==> src/rtl/serial_wide_adder.sv <==
// serial_wide_adder: K*W-bit adder that processes one W-bit word per cycle, LSW first
module carry_bypass_adder #(
  parameter int W = 32,
  parameter int N = 4
) (
  input  logic [W-1:0] a,
  input  logic [W-1:0] b,
  input  logic         cin,
  output logic [W-1:0] sum,
  output logic         cout
);
  if (W % N != 0) begin : g_bad_n
    $error("carry_bypass_adder: W must be a multiple of N");
  end
  logic c, cb;
  // ripple inside each N-bit block; a fully-propagating block forwards its carry-in directly
  always_comb begin
    c = cin;
    cb = cin;
    sum = '0;
    for (int j = 0; j < W / N; j++) begin
      cb = c;
      for (int i = 0; i < N; i++) begin
        sum[j*N+i] = a[j*N+i] ^ b[j*N+i] ^ c;
        c = (a[j*N+i] & b[j*N+i]) | ((a[j*N+i] ^ b[j*N+i]) & c);
      end
      c = &(a[j*N+:N] ^ b[j*N+:N]) ? cb : c;
    end
    cout = c;
  end
endmodule

module serial_wide_adder #(
  parameter int W = 32,
  parameter int N = 4,
  parameter int K = 4
) (
  input  logic           clk,
  input  logic           rst,
  input  logic           in_valid,
  output logic           in_ready,
  input  logic [K*W-1:0] a,
  input  logic [K*W-1:0] b,
  input  logic           cin,
  output logic           out_valid,
  input  logic           out_ready,
  output logic [K*W-1:0] sum,
  output logic           cout,
  output logic           ovf
);
  if (K < 1) begin : g_bad_k
    $error("serial_wide_adder: K must be at least 1");
  end
  localparam int CW = K > 1 ? $clog2(K) : 1;
  typedef enum logic [1:0] {IDLE, RUN, DONE} state_t;
  state_t state, state_n;
  logic [CW-1:0] cnt;
  logic [K*W-1:0] a_r, b_r;
  logic carry, co, last;
  logic [W-1:0] s;
  assign last = cnt == CW'(K - 1);
  carry_bypass_adder #(.W(W), .N(N)) u_add (
    .a(a_r[cnt*W+:W]),
    .b(b_r[cnt*W+:W]),
    .cin(carry),
    .sum(s),
    .cout(co)
  );
  // state register
  always_ff @(posedge clk) state <= rst ? IDLE : state_n;
  // accept in IDLE, walk K words in RUN, hold the result in DONE until taken
  always_comb begin
    state_n = (state == IDLE && in_valid) ? RUN :
              (state == RUN && last)      ? DONE :
              (state == DONE && out_ready) ? IDLE : state;
  end
  // handshake outputs decoded from the registered state
  always_comb begin
    in_ready = state == IDLE;
    out_valid = state == DONE;
  end
  // operand latch, per-word sum write and carry ripple between words
  always_ff @(posedge clk) begin
    if (rst) begin
      a_r <= '0;
      b_r <= '0;
      carry <= 1'b0;
      cnt <= '0;
      sum <= '0;
      cout <= 1'b0;
      ovf <= 1'b0;
    end else if (state == IDLE && in_valid) begin
      a_r <= a;
      b_r <= b;
      carry <= cin;
      cnt <= '0;
    end else if (state == RUN) begin
      sum[cnt*W+:W] <= s;
      carry <= co;
      cnt <= cnt + 1'b1;
      if (last) begin
        cout <= co;
        ovf <= (a_r[K*W-1] == b_r[K*W-1]) && (s[W-1] != a_r[K*W-1]);
      end
    end
  end
endmodule

==> config.mk <==
export PLATFORM = sky130hd
export DESIGN_NAME = serial_wide_adder
export DESIGN_NICKNAME = d
export VERILOG_FILES = /design/src/rtl/serial_wide_adder.sv
export SDC_FILE = /design/constraint.sdc
export NUM_CORES = 1
export LEC_CHECK = 0
export CAP_MARGIN = 20
export CORE_AREA = 3 3 196 198
export DETAILED_ROUTE_END_ITERATION = 8
export DIE_AREA = 0 0 199 201
export GPL_ROUTABILITY_DRIVEN = 0
export HOLD_SLACK_MARGIN = 0.15
export MAX_ROUTING_LAYER = met4
export PLACE_DENSITY = 0.76
export RECOVER_POWER = 100
export SLEW_MARGIN = 10
export SYNTH_ARGS = -nofsm -noshare
export SYNTH_HDL_FRONTEND = slang
export SYNTH_SLANG_ARGS = --single-unit
==> constraint.sdc <==
create_clock -name clk -period 14.1 [get_ports clk]
set_input_delay 2.82 -clock clk [delete_from_list [all_inputs] [get_ports clk]]
set_output_delay 2.82 -clock clk [all_outputs]
set_load 0.02 [all_outputs]
==> flow_summary.json <==
{
  "p_int_w": 0.00203,
  "first_iter_violations": 913,
  "dieArea_mm2": 0.0400,
  "postCtsHoldBufs": 0,
  "multiInputGateArea_mm2": 0.00798,
  "core_area_mm2": 0.0367,
  "cp.arrival_ns": 14.49,
  "power_frac_seq": 0.438,
  "synth_nets": 2268,
  "ioPinCount": 393,
  "clk-insertion-delay-late_ns": 0.54,
  "io_buffers": 392,
  "p_comb_frac": 0.135,
  "skew_ns": 0.0119,
  "path_class": "register to register",
  "cp_slowest_cell": "fa_2",
  "status": "finished, violations left",
  "initial_core_util": 0.449,
  "area.growth.synth_to_final_pct": 35.3,
  "synth_seq_cells": 391,
  "p_sw_frac": 0.248,
  "rsz0062_at_grt": "true",
  "crit_fanout": 6,
  "synth_top_area_frac": 0.475,
  "wl_per_cell_um": 19.2,
  "clk_pin_slew_ns": 0.06,
  "period_share": 1.00,
  "wirelength_mm": 53.3,
  "clock.fmax_mhz": 70.9,
  "viasPerCell": 5.29,
  "cellPowerDensity_mw_per_mm2": 121,
  "synth_most_common_cell": "nand2_1",
  "hold_violations": 0,
  "drive_gt1_frac": 0.111,
  "drc_errors": 0,
  "async_reset_ff_frac": 0,
  "synth_area_leader_cell": "dfxtp_1",
  "yosys-top-cells-count": "532 x nand2_1, 391 x dfxtp_1, 374 x a21oi_1",
  "cp.required_ns": 14.49,
  "grt_pass1_vias": 14519,
  "cp-start-kind": "register",
  "htreeDepth": 2,
  "synth_edf_count": 0,
  "track_usage": 0.265,
  "power_frac_clock": 0.427,
  "drtPass1Iterations": 7,
  "grt_pass1_wl_mm": 80.3,
  "violations": "capacitance limit, slew limit",
  "p_switching_w": 0.000667,
  "min_period_ns": 14.09,
  "clock_sinks": 391,
  "post-route-util": 0.608,
  "cp_slowest_stage_delay_ns": 0.50,
  "rows": 70,
  "hold_ws_ns": 0.452,
  "drv_cap": 1,
  "slew_headroom": -1.27,
  "die_h_um": 201,
  "cp_common_cell": "fa_2",
  "synth_warnings": 0,
  "synthTopCellsByArea": "dfxtp_1 47%, nand2_1 12%, a21oi_1 11%",
  "fin_cells": 2776,
  "synth_cell_type_count": 37,
  "slew_viol_final": 68,
  "synthCells": 1938,
  "p_leak_nw": 8.17,
  "cts_buffers": 42,
  "netlist_area_mm2": 0.0165,
  "synth-main-ff-cell": "dfxtp_1",
  "grt_overflow": 0,
  "fin_tns_setup_ns": 0,
  "max-vdd-ir-drop_mv": 0.0767,
  "hold_class": "register to register",
  "postSynthAreaPerCell_um2": 8.51,
  "ys_seq_area_frac": 0.475,
  "ant_nets": 0,
  "cts_tree": "yes",
  "finalSetupViolations": 0,
  "fillers": 3083,
  "seq_area_mm2": 0.00784,
  "tightest_slew_ns": 3.40,
  "die_w_um": 199,
  "grt_max_degree": 146,
  "endpoint_kind": "register",
  "antenna_found_initial": 8,
  "hpwl_mm": 39.4,
  "clk_path_buf_depth": 3,
  "via_count": 14697,
  "dp.cells": 2686,
  "cts_root_buf": "clkbuf_16",
  "layout.nets": 2600
}
worst max-delay path, delay by kind of cell, from the launching register on:
family	cells	cell delay, ns
compound gates	7	0.67
fa+ha+maj	32	11.50
buf+inv	4	0.26
flops	1	0.37
mux	2	0.45
simple gates	8	0.67
area by class of cell:
| type | instances | area share |
|---|---|---|
| clock buffer | 61 | 0.0562 |
| antenna | 10 | 0.00112 |
| clock inverter | 11 | 0.00858 |
| multi-input combinational | 1340 | 0.357 |
| timing repair buffer | 427 | 0.188 |
| sequential | 391 | 0.351 |
| tap | 468 | 0.0262 |
| inverter | 68 | 0.0114 |
metal layers:
metal  track usage  vias up  wire (µm)
met5             -        -          0
met4         0.127        0       2930
met3        0.0462      144       3540
met2         0.428      566      25500
met1         0.322     6972      21400
li1              -     7015          -
through the flow:
stage | worst slack [ns] | area [µm²] | power, W
2_1_floorplan | 0.0164 | 16600 | 0.00139
3_3_place_gp | -0.292 | 20700 | 0.00155
3_5_place_dp | -0.567 | 20700 | 0.00156
4_1_cts | -0.00120 | 22200 | 0.00270
5_1_grt | -0.348 | 22300 | 0.00279
6_report | 0.00507 | 22300 | 0.00269
path summary, 6_finish.rpt:
| kind | from | to | slack (ns) | depth (start not counted) |
|---|---|---|---|---|
| min reg2reg | a_r[123] | a_r[123] | 0.45 | 2 |
| max reg2reg | cnt[0] | ovf | 0.005 | 53 |
| max | cnt[0] | ovf | 0.005 | 53 |
| min | a_r[123] | a_r[123] | 0.45 | 2 |
state kept, by name, summed over array words and instances, names as in the netlist:
register	flops
a_r	128
b_r	128
carry	1
cnt	2
cout	1
ovf	1
state	2
sum	128
cell families after synthesis:
family,share of synthesized area
buffers and inverters,0.0524
adders and majority gates,0.0669
xor gates and xnor gates,0.000531
and+or+nand+nor,0.192
AOI/OAI and AO/OA,0.125
DFF,0.475
muxes,0.0880
what timing repair did:
item                                    4_1_cts  5_1_grt
pin swaps                                    19       30
hold endpoints to repair                      0        0
resized for setup                            20       17
buffers inserted                              3        5
cloned                                        0        0
endpoints found under the setup margin       11       11
power groups by stage:
stage / sequential (W) / clock (W) / combinational (W)
after detailed placement: 0.00120 / 0 / 0.000353
after global placement: 0.00120 / 0 / 0.000347
final: 0.00118 / 0.00115 / 0.000364
after CTS: 0.00118 / 0.00117 / 0.000358
after floorplan: 0.00120 / 0 / 0.000191
after global routing: 0.00118 / 0.00121 / 0.000394
layout by cell type, fill, tap and decap left out, types with 3 or more instances in the layout:
master / synthesis / routed
a21oi_1: 374 / 370
clkdlybuf4s50_1: 0 / 383
nor3_1: 4 / 4
a22oi_1: 8 / 5
buf_4: 1 / 34
nor2_1: 210 / 208
nand2_4: 1 / 4
and4_1: 3 / 3
dlygate4sd3_1: 0 / 8
bufinv_16: 0 / 5
clkinv_2: 0 / 3
inv_2: 0 / 3
dfxtp_1: 391 / 389
diode_2: 0 / 10
a21oi_2: 0 / 4
clkbuf_8: 0 / 11
o21ai_0: 13 / 13
fa_2: 0 / 32
mux4_2: 64 / 64
nor2_2: 30 / 30
inv_1: 68 / 65
nand2_2: 2 / 4
ha_1: 37 / 37
clkbuf_16: 0 / 43
a22oi_2: 0 / 3
nand2_1: 532 / 527
nand4_1: 7 / 7
clkbuf_1: 82 / 7
No activity file was read; power rests on OpenSTA's default activity.
